<file path="config.mk">
export PLATFORM = sky130hd
export DESIGN_NAME = apb_reg_subordinate_flat
export DESIGN_NICKNAME = d
export VERILOG_FILES = /design/src/rtl/apb_pkg.sv /design/src/rtl/apb_reg_subordinate_if.sv /design/src/rtl/apb_reg_bank.sv /design/src/rtl/apb_reg_subordinate.sv /design/src/flat_wrapper.sv
export SDC_FILE = /design/constraint.sdc
export NUM_CORES = 1
export LEC_CHECK = 0
export CAP_MARGIN = 20
export CORE_MARGIN = 10
export CORE_UTILIZATION = 55
export DETAILED_ROUTE_END_ITERATION = 10
export PLACE_DENSITY_LB_ADDON = 0.05
export SKIP_LAST_GASP = 1
export SYNTH_ARGS = -nofsm -noshare
export SYNTH_HDL_FRONTEND = slang
export SYNTH_SLANG_ARGS = --single-unit
</file>
<file path="constraint.sdc">
create_clock -name clk -period 2.5 [get_ports clk]
set_clock_uncertainty 0.2 [all_clocks]
set_input_delay 0.5 -clock clk [delete_from_list [all_inputs] [get_ports clk]]
set_output_delay 0.5 -clock clk [all_outputs]
set_load 0.05 [all_outputs]
</file>
<file path="src/rtl/apb_pkg.sv">
// apb_pkg
// Shared definitions for the APB register subordinate:
//   apb_sub_state_t - transfer FSM states
//   PROT_PRIV_BIT   - prot bit that marks a privileged access
//   strb_mask()     - expands up to 8 byte strobes into a 64-bit bit mask
package apb_pkg;

    typedef enum logic [1:0] {
        IDLE,
        WAIT,
        DONE
    } apb_sub_state_t;

    localparam int PROT_PRIV_BIT = 0;

    // Callers with narrower buses zero-pad the strobes and keep the low bits.
    function automatic logic [63:0] strb_mask(input logic [7:0] strb);
        logic [63:0] mask;
        for (int i = 0; i < 8; i++) begin
            mask[i*8 +: 8] = {8{strb[i]}};
        end
        return mask;
    endfunction

endpackage

</file>
<file path="src/rtl/apb_reg_subordinate_if.sv">
// apb_reg_subordinate_if
// APB signal set between a requester (master modport) and this
// register subordinate (slave modport).
//   sel, enable, addr, write, wData, strb, prot : requester -> subordinate
//   ready, rData, subError                      : subordinate -> requester
interface apb_reg_subordinate_if #(
    parameter int AddrWidth = 32,
    parameter int DataWidth = 32
);

    logic                   sel;
    logic                   enable;
    logic [AddrWidth-1:0]   addr;
    logic                   write;
    logic [DataWidth-1:0]   wData;
    logic [DataWidth/8-1:0] strb;
    logic [2:0]             prot;
    logic                   ready;
    logic [DataWidth-1:0]   rData;
    logic                   subError;

    modport master (
        output sel, enable, addr, write, wData, strb, prot,
        input  ready, rData, subError
    );

    modport slave (
        input  sel, enable, addr, write, wData, strb, prot,
        output ready, rData, subError
    );

endinterface

</file>
<file path="src/rtl/apb_reg_bank.sv">
// apb_reg_bank
// Register storage: RegNum words of DataWidth bits, cleared by reset.
//   clk, nReset : clock and asynchronous active-low reset
//   wrEn        : commit a masked write this edge
//   wrIdx       : register index to write
//   wrMask      : bit mask, 1 = take the bit from wrData
//   wrData      : write data
//   rdIdx       : register index to read (asynchronous)
//   rdData      : current contents of register rdIdx
module apb_reg_bank #(
    parameter int DataWidth = 32,
    parameter int RegNum    = 8,
    parameter int IdxW      = 3
) (
    input  logic                 clk,
    input  logic                 nReset,
    input  logic                 wrEn,
    input  logic [IdxW-1:0]      wrIdx,
    input  logic [DataWidth-1:0] wrMask,
    input  logic [DataWidth-1:0] wrData,
    input  logic [IdxW-1:0]      rdIdx,
    output logic [DataWidth-1:0] rdData
);

    logic [DataWidth-1:0] regs [RegNum];

    // Masked read-modify-write keeps unstrobed byte lanes untouched.
    always_ff @(posedge clk or negedge nReset) begin
        if (!nReset) begin
            for (int i = 0; i < RegNum; i++) begin
                regs[i] <= '0;
            end
        end else if (wrEn) begin
            regs[wrIdx] <= (regs[wrIdx] & ~wrMask) | (wrData & wrMask);
        end
    end

    assign rdData = regs[rdIdx];

endmodule

</file>
<file path="src/rtl/apb_reg_subordinate.sv">
// apb_reg_subordinate
// APB completer in front of a bank of RegNum read/write registers.
// Every transfer takes 2+WaitStates cycles; ready, rData and subError are
// all registered.
//   clk    : clock
//   nReset : asynchronous active-low reset
//   bus    : APB signal set (slave modport)
module apb_reg_subordinate
    import apb_pkg::*;
#(
    parameter int AddrWidth  = 32,
    parameter int DataWidth  = 32,
    parameter int RegNum     = 8,
    parameter int WaitStates = 1
) (
    input  logic                  clk,
    input  logic                  nReset,
    apb_reg_subordinate_if.slave  bus
);

    localparam int         StrbWidth = DataWidth / 8;
    localparam int         AlignBits = $clog2(StrbWidth);
    localparam int         IdxBits   = $clog2(RegNum);
    localparam int         IdxW      = (IdxBits == 0) ? 1 : IdxBits;
    localparam logic [3:0] WaitLoad  = 4'(WaitStates);

    apb_sub_state_t       state, stateNext;
    logic [3:0]           cnt, cntNext;
    logic                 latch, enterDone;

    logic [7:0]           strb8;
    logic [63:0]          mask64;
    logic [DataWidth-1:0] maskIn;
    logic [IdxW-1:0]      idxIn;
    logic                 errIn;

    logic [IdxW-1:0]      idxL;
    logic                 writeL;
    logic [DataWidth-1:0] wDataL, maskL;
    logic                 errL;

    logic [IdxW-1:0]      txIdx;
    logic                 txWrite, txErr;
    logic [DataWidth-1:0] txData, txMask;

    logic [DataWidth-1:0] bankRData;
    logic                 bankWrEn;

    logic                 readyQ, subErrorQ;
    logic [DataWidth-1:0] rDataQ;

    // Decode of the setup-phase bus: register index, byte mask and the
    // error verdict that travels with the transfer until ready.
    always_comb begin
        strb8                = '0;
        strb8[StrbWidth-1:0] = bus.strb;
        mask64               = strb_mask(strb8);
        maskIn               = mask64[DataWidth-1:0];
        idxIn                = (RegNum > 1) ? IdxW'(bus.addr >> AlignBits) : '0;
        errIn                = 1'b0;
        if (bus.addr[AlignBits-1:0] != '0) begin
            errIn = 1'b1;
        end
        if ((bus.addr >> (AlignBits + IdxBits)) != '0) begin
            errIn = 1'b1;
        end
        if (!bus.write && bus.strb != '0) begin
            errIn = 1'b1;
        end
        if (bus.write && idxIn == '0 && !bus.prot[PROT_PRIV_BIT]) begin
            errIn = 1'b1;
        end
    end

    // With zero wait states DONE is entered straight from IDLE, so the
    // transfer must use the live decode instead of the captured copy.
    assign txIdx   = (state == IDLE) ? idxIn     : idxL;
    assign txWrite = (state == IDLE) ? bus.write : writeL;
    assign txData  = (state == IDLE) ? bus.wData : wDataL;
    assign txMask  = (state == IDLE) ? maskIn    : maskL;
    assign txErr   = (state == IDLE) ? errIn     : errL;

    // Transfer FSM next-state logic; an access phase without a setup
    // (enable already high in IDLE) is ignored.
    always_comb begin
        stateNext = state;
        cntNext   = cnt;
        latch     = 1'b0;
        enterDone = 1'b0;
        unique case (state)
            IDLE: begin
                if (bus.sel && !bus.enable) begin
                    latch   = 1'b1;
                    cntNext = WaitLoad;
                    if (WaitStates == 0) begin
                        stateNext = DONE;
                        enterDone = 1'b1;
                    end else begin
                        stateNext = WAIT;
                    end
                end
            end
            WAIT: begin
                if (!bus.sel) begin
                    stateNext = IDLE;
                    cntNext   = '0;
                end else if (cnt <= 4'd1) begin
                    stateNext = DONE;
                    cntNext   = '0;
                    enterDone = 1'b1;
                end else begin
                    cntNext = cnt - 4'd1;
                end
            end
            DONE: begin
                stateNext = IDLE;
            end
            default: begin
                stateNext = IDLE;
            end
        endcase
    end

    // State and wait counter registers.
    always_ff @(posedge clk or negedge nReset) begin
        if (!nReset) begin
            state <= IDLE;
            cnt   <= '0;
        end else begin
            state <= stateNext;
            cnt   <= cntNext;
        end
    end

    // Capture of the setup phase so the requester may change the bus later.
    always_ff @(posedge clk or negedge nReset) begin
        if (!nReset) begin
            idxL   <= '0;
            writeL <= 1'b0;
            wDataL <= '0;
            maskL  <= '0;
            errL   <= 1'b0;
        end else if (latch) begin
            idxL   <= idxIn;
            writeL <= bus.write;
            wDataL <= bus.wData;
            maskL  <= maskIn;
            errL   <= errIn;
        end
    end

    assign bankWrEn = enterDone && txWrite && !txErr;

    apb_reg_bank #(
        .DataWidth (DataWidth),
        .RegNum    (RegNum),
        .IdxW      (IdxW)
    ) u_bank (
        .clk    (clk),
        .nReset (nReset),
        .wrEn   (bankWrEn),
        .wrIdx  (txIdx),
        .wrMask (txMask),
        .wrData (txData),
        .rdIdx  (txIdx),
        .rdData (bankRData)
    );

    // Response registers: a one-cycle pulse on the edge entering DONE;
    // rData carries read data only in that cycle and is zero on errors.
    always_ff @(posedge clk or negedge nReset) begin
        if (!nReset) begin
            readyQ    <= 1'b0;
            subErrorQ <= 1'b0;
            rDataQ    <= '0;
        end else begin
            readyQ    <= enterDone;
            subErrorQ <= enterDone && txErr;
            rDataQ    <= (enterDone && !txWrite && !txErr) ? bankRData : '0;
        end
    end

    assign bus.ready    = readyQ;
    assign bus.subError = subErrorQ;
    assign bus.rData    = rDataQ;

endmodule
</file>
<file path="src/flat_wrapper.sv">
// flat-port wrapper written by rule: the top's interface ports become plain ports
module apb_reg_subordinate_flat import apb_pkg::*;
#(
    parameter int AddrWidth  = 32,
    parameter int DataWidth  = 32,
    parameter int RegNum     = 8,
    parameter int WaitStates = 1
)
  (clk, nReset, bus_sel, bus_enable, bus_addr, bus_write, bus_wData, bus_strb, bus_prot, bus_ready, bus_rData, bus_subError);
  apb_reg_subordinate_if #(.AddrWidth(AddrWidth), .DataWidth(DataWidth)) bus_i ();
  input  logic clk;
  input  logic nReset;
  input wire logic [$bits(bus_i.sel)-1:0] bus_sel;
  input wire logic [$bits(bus_i.enable)-1:0] bus_enable;
  input wire logic [$bits(bus_i.addr)-1:0] bus_addr;
  input wire logic [$bits(bus_i.write)-1:0] bus_write;
  input wire logic [$bits(bus_i.wData)-1:0] bus_wData;
  input wire logic [$bits(bus_i.strb)-1:0] bus_strb;
  input wire logic [$bits(bus_i.prot)-1:0] bus_prot;
  output wire logic [$bits(bus_i.ready)-1:0] bus_ready;
  output wire logic [$bits(bus_i.rData)-1:0] bus_rData;
  output wire logic [$bits(bus_i.subError)-1:0] bus_subError;
  assign bus_i.sel = bus_sel;
  assign bus_i.enable = bus_enable;
  assign bus_i.addr = bus_addr;
  assign bus_i.write = bus_write;
  assign bus_i.wData = bus_wData;
  assign bus_i.strb = bus_strb;
  assign bus_i.prot = bus_prot;
  assign bus_ready = bus_i.ready;
  assign bus_rData = bus_i.rData;
  assign bus_subError = bus_i.subError;
  apb_reg_subordinate #(.AddrWidth(AddrWidth), .DataWidth(DataWidth), .RegNum(RegNum), .WaitStates(WaitStates)) u_core (.clk(clk), .nReset(nReset), .bus(bus_i));
endmodule
</file>
==> results of run 1 <==
## path summary, 6_finish.rpt
| check | from | to |
|---|---|---|
| setup / recovery | u_core.state[0] | u_core.u_bank.regs[77] |
| hold / removal | nReset | u_core.u_bank.regs[246] |
| setup reg to reg | u_core.state[0] | u_core.u_bank.regs[77] |
| hold reg to reg | u_core.u_bank.regs[84] | u_core.u_bank.regs[84] |
| max in group asynchronous | nReset | u_core.bus.rData[12] |
| min in group clk | u_core.u_bank.regs[84] | u_core.u_bank.regs[84] |
## sequential cells by signal, summed over array words and instances (netlist names), 2 cells and up
| register | count |
|---|---|
| u_core.wDataL | 32 |
| u_core.idxL | 3 |
| u_core.maskL | 4 |
| u_core.bus.rData | 32 |
| u_core.u_bank.regs | 256 |
| u_core.state | 2 |
| u_core.cnt | 4 |
## Yosys cell counts, drive strengths merged (2+ instances only)
cell,n,area (um2)
nand3,129,645.6
nor3b,2,15.01
nand2b,3,18.77
nor4,42,743.2
and2,2,12.51
mux2i,260,2618
and3b,3,26.28
nand4,2,12.51
nand2,100,375.4
nor3,8,40.04
dfrtp,337,8433
inv,5,18.77
ha,2,25.02
o21ai,392,1962
o21a,2,15.01
a21oi,161,805.8
a31oi,4,76.32
buf,72,505.5
mux2,38,427.9
clkbuf,51,191.4
nor4b,3,38.79
nor2,42,157.7
## layer usage
metal | up-vias | share of wire (%) | GRT usage, % | routed length, um
met5 | - | 0 | 0 | 0
met4 | 0 | 4.4 | 9.114 | 2673
met3 | 215 | 9.5 | 5.724 | 5775
met2 | 901 | 47 | 46.23 | 28500
met1 | 7865 | 39 | 37.60 | 23990
li1 | 6871 | - | - | -
## what timing repair did
item / CTS / global route
pin swaps: 31 / 40
endpoints found under the hold margin: 51 / 0
endpoints found under the setup margin: 278 / 283
hold buffers: 1 / 0
setup buffers: 65 / 23
gates resized for setup: 93 / 389
cloned: 8 / 20
## power groups by stage
stage                     sequential (uW)  combinational (uW)  clock, uW
after floorplan                      6040                2020          0
after global placement               6050                3980          0
after detailed placement             6070                4030          0
after CTS                            5980                4490       6280
after global routing                 6030                5720       6510
final                                5990                5510       6240
## logic make-up (layout without fill, tap and decap cells)
kind of cell | count (synthesis) | after routing | synth area share [%]
adder cells (fa/ha/maj) | 2 | 2 | 0.1449
flip-flops | 337 | 337 | 48.84
AND/OR/NAND/NOR | 340 | 341 | 12.26
AO/OA/AOI/OAI | 566 | 566 | 16.98
multiplexers | 298 | 298 | 17.64
buffers and inverters | 128 | 517 | 4.145
## area by class of cell
class                      instances  share of cell area, %
inverter                           5                0.07734
tap                              396                  2.042
clock inverter                    18                  1.088
timing repair buffer             440                  19.45
multi-input combinational       1207                  37.87
clock buffer                      54                  4.712
sequential                       337                  34.75
## per-stage QoR
stage               setup TNS, ns  total power (uW)  util, %  hold slack [ns]
finish                     -5.856             17740    78.92           0.2958
CTS                       -0.8431             16750    74.41           0.2992
detailed placement        -149.09             10100    66.57           0.2827
global route               -19.06             18250    78.92           0.3175
global placement          -136.66             10030    66.57           0.2739
floorplan                       0              8068        -         0.004409
==> impl_metrics.tcl, run 1 <==
set metrics [dict create \
    cp_cell_sequence "buf_6 -> or3b_4 -> nand2_2 -> nor4b_4 -> buf_6 -> bufbuf_16 -> mux2i_1 -> o21ai_0" \
    fin_nets 2108 \
    seq_power_share_pct 33.8 \
    clk_pin_slew_ns 0.06 \
    post-route-min-period_ns 2.627 \
    path_max_fanout 10 \
    track_usage_pct 28.47 \
    regToRegSetupSlack_ns -0.13 \
    worst_pin_slew_ns 0.7108 \
    fp.dieH_um 197.2 \
    ys_ff_latch 337 \
    status "finished, violations left" \
    pre_cts_ws_ns -0.6192 \
    vias 15850 \
    hold_viol 0 \
    slew_headroom_pct 52.21 \
    place_area_mm2 0.02047 \
    fin_area_mm2 0.02427 \
    core_mm2 0.03075 \
    pwr-share-comb_pct 31.1 \
    arrival_ns 2.82 \
    syn2layout_area_growth_pct 40.54 \
    grt_pass1_vias 15490 \
    failed_checks "negative setup slack" \
    fmaxAchievable_mhz 380.7 \
    crit_cells 8 \
    ff_latch_area_mm2 0.008434 \
    sw_frac_of_total_pct 33.92 \
    powerDensity_mw_per_mm2 730.8 \
    reg2reg_depth 8 \
    clockBufferDepth 3 \
    cpLargestDelayFamily "simple AND/OR/NAND/NOR gates" \
    setup-violations-final 149 \
    peakVddDrop_uv 664.1 \
    dp.cells 2272 \
    cp.required_ns 2.70 \
    cts_root_buf "clkbuf_16" \
    synth_edf_count 0 \
    cp-start-kind "register" \
    start_util_pct 56.16 \
    leakage_uw 0.009307 \
    portBuffers 107 \
    fin_ws_ns -0.1271 \
    cts_htree_levels 2 \
    antenna_found_initial 0 \
    async_flop_share_pct 100.0 \
    syn-num-nets 1749 \
    hold_path.class "in2async" \
    syn_area_per_cell_um2 10.33 \
    diodes 0 \
    netlist_instances 1671 \
    grt_pass1_wl_mm 88.40 \
    layout_commonest_cell "dfrtp_1" \
    grt_max_degree 60 \
    cts_buffers 39 \
    syn_area_mm2 0.01727 \
    seq_area_frac_synth_pct 48.84 \
    drv_slew 0 \
    yosysWarnings 0 \
    ys_types 41 \
    wl_mm 60.94 \
    firstDrtPassIters 6 \
    routabilityCongestion 0.8591 \
    dieArea_mm2 0.03888 \
    drt_iter0_drc 1737 \
    maxCapViolations 0 \
    clock_sinks 337 \
    rsz0062_at_grt "yes" \
    gr-total-overflow 0 \
    rows 64 \
    synth_flop_cell "dfrtp_1" \
    layout_common_cells "dfrtp_1, mux2i_1, buf_4, o21ai_0, o21ai_1" \
    end_kind "register" \
    cp_common_cell "buf_6" \
    detail_route.vias_per_cell 6.452 \
    cts_tree "yes" \
    path_class "reg2reg" \
    drcViolationCount 0 \
    insertion_delay_ns 0.55 \
    multi_input_area_mm2 0.009191 \
    drive_above_1_share_pct 34.84 \
    die_w_um 197.2 \
    cp_slowest_cell "or3b_4" \
    p_int_uw 11720 \
    ant_nets 0 \
    power.switching_uw 6016 \
    max_stage_delay_ns 0.51 \
    fillCellCount 1908 \
    wl_per_cell_um 24.80 \
    path_buf_inv 3 \
    p_clk_share_pct 35.2 \
    pin_count 110 \
    layout_worst_path_cycle_share_pct 105.1 \
    dp_hpwl_mm 35.70 \
    finalNonFillerCells 2457 \
]
Power figures use the tool's default switching activity.
==> run 2, diff against run 1 <==
--- a/config.mk
+++ b/config.mk
@@ -8,6 +8,7 @@
 export CAP_MARGIN = 20
 export CORE_MARGIN = 10
 export CORE_UTILIZATION = 55
+export CTS_BUF_LIST = sky130_fd_sc_hd__clkbuf_8
 export DETAILED_ROUTE_END_ITERATION = 10
 export PLACE_DENSITY_LB_ADDON = 0.05
 export SKIP_LAST_GASP = 1
==> impl_metrics.tcl, run 2 (synthesized netlist as in run 1, its figures left out) <==
set metrics [dict create \
    r2r_end "u_core.u_bank.regs[40]" \
    ant_nets 0 \
    path_buf_inv 5 \
    post-route-min-period_ns 2.670 \
    clk_pin_slew_ns 0.06 \
    multi_input_area_mm2 0.009473 \
    fp.dieH_um 197.2 \
    fmaxAchievable_mhz 374.5 \
    wl_per_cell_um 25.24 \
    start_util_pct 56.16 \
    grt_pass1_vias 15570 \
    firstDrtPassIters 6 \
    setup-violations-final 185 \
    arrival_ns 2.98 \
    routabilityCongestion 0.8591 \
    core_mm2 0.03075 \
    end_kind "register" \
    fillCellCount 1824 \
    path_max_fanout 7 \
    fin_nets 2156 \
    rsz0062_at_grt "yes" \
    slew_headroom_pct 50.20 \
    regToRegSetupSlack_ns -0.17 \
    drv_slew 0 \
    power_uw 16860 \
    gr-total-overflow 0 \
    layout_commonest_cell "dfrtp_1" \
    vias 16280 \
    hold_path.class "in2async" \
    grt_max_degree 60 \
    cp.required_ns 2.81 \
    crit_cells 10 \
    grt_pass1_wl_mm 88.28 \
    cp_common_cell "buf_6" \
    dieArea_mm2 0.03888 \
    insertion_delay_ns 0.65 \
    largest_reg_flops 256 \
    portBuffers 107 \
    largest_register "u_core.u_bank.regs" \
    syn2layout_area_growth_pct 43.40 \
    crit-reg2reg-launch "u_core.state[0]" \
    drt_iter0_drc 1812 \
    antenna_found_initial 0 \
    cts_root_buf "clkbuf_8" \
    cp-start-kind "register" \
    cts_buffers 58 \
    layout_worst_path_cycle_share_pct 106.8 \
    cts_htree_levels 2 \
    worst_pin_slew_ns 0.7407 \
    max_stage_delay_ns 0.44 \
    detail_route.vias_per_cell 6.467 \
    wl_mm 63.53 \
    peakVddDrop_uv 622.7 \
    path_class "reg2reg" \
    rows 64 \
    cts_tree "yes" \
    track_usage_pct 28.63 \
    diodes 0 \
    cpLargestDelayFamily "buffers and inverters" \
    startpoint "u_core.state[0]" \
    status "finished, violations left" \
    drive_above_1_share_pct 37.62 \
    endpoint "u_core.u_bank.regs[40]" \
    clockBufferDepth 3 \
    ff_latch_area_mm2 0.008434 \
    powerDensity_mw_per_mm2 681.0 \
    hold_viol 0 \
    fin_ws_ns -0.1704 \
    pin_count 110 \
    die_w_um 197.2 \
    cp_slowest_cell "dfrtp_2" \
    reg2reg_depth 10 \
    failed_checks "negative setup slack" \
    leakage_uw 0.009746 \
    maxCapViolations 0 \
    clock_sinks 337 \
    layout_common_cells "dfrtp_1, mux2i_1, buf_4, o21ai_1, o21ai_0" \
    drcViolationCount 0 \
    cp_cell_sequence "buf_8 -> buf_6 -> o21ai_4 -> o211ai_1 -> buf_4 -> nor3_4 -> buf_6 -> buf_12 -> mux2i_1 -> o21ai_1" \
    whs_ns 0.1939 \
    dp_hpwl_mm 35.70 \
]
-- run 2: changes by cell type in the layout (fill, tap and decap cells not counted), moves of 9 or more --
cell	delta
a21oi_1	+10
dlygate4sd2_1	+9
buf_6	+13
o21ai_1	+23
a21oi_2	-16
clkdlybuf4s50_1	-17
nand3_1	-20
clkbuf_16	-34
nand3_2	+13
inv_1	+12
clkbuf_8	+65
o21ai_0	-29
-- run 2: worst reg2reg max path: stages (launching register included) --
cell      delay, ns
dfrtp_2        0.44
buf_8          0.15
buf_6          0.14
o21ai_4        0.19
o211ai_1       0.24
buf_4          0.23
nor3_4         0.27
buf_6          0.20
buf_12         0.15
mux2i_1        0.22
o21ai_1        0.11
-- run 2: timing repair --
| item | CTS | global route |
|---|---|---|
| gates cloned | 10 | 25 |
| setup buffers | 58 | 54 |
| gates resized for setup | 113 | 499 |
| hold buffers | 1 | 0 |
| endpoints found under the setup margin | 287 | 295 |
| hold endpoints to repair | 51 | 0 |
| pin swaps | 37 | 56 |
-- run 2: how the worst min path moves through the flow --
stage,slack (ns),to,startpoint
CTS,0.21,u_core.u_bank.regs[118],nReset
global placement,0.27,u_core.u_bank.regs[137],u_core.u_bank.regs[137]
floorplan,0.004,u_core.bus.rData[0],nReset
finish,0.19,u_core.u_bank.regs[118],nReset
global route,0.23,u_core.u_bank.regs[118],nReset
detailed placement,0.28,u_core.bus.rData[23],nReset
-- run 2: metrics by stage --
stage	TNS, ns	instances	util [%]	worst slack [ns]	area (um2)
after floorplan	0	1671	-	0.1944	17270
after global placement	-136.66	2272	66.57	-0.5671	20470
after detailed placement	-149.09	2272	66.57	-0.6192	20470
after CTS	-0.5089	2444	73.62	-0.04263	22640
after global routing	-21.57	2517	80.53	-0.1848	24760
final	-8.615	2517	80.53	-0.1704	24760
-- run 2: metal layers --
layer | GRT usage [%] | wire [um]
met5 | 0 | 0
met2 | 45.76 | 29440
met4 | 10.77 | 3148
met3 | 6.576 | 6765
met1 | 37.31 | 24180
-- run 2: final cells by class --
class	instances	share of cell area, %
sequential	337	34.06
timing repair buffer	468	20.93
multi-input combinational	1208	38.25
clock inverter	29	0.5609
inverter	5	0.07579
tap	396	2.001
clock buffer	74	4.113
-- run 2: power breakdown --
part | total [uW] | switching, uW | internal [uW]
clock | 5100 | 2450 | 2650
combinational | 5760 | 3530 | 2230
sequential | 6010 | 224 | 5780
total | 16900 | 6200 | 10700
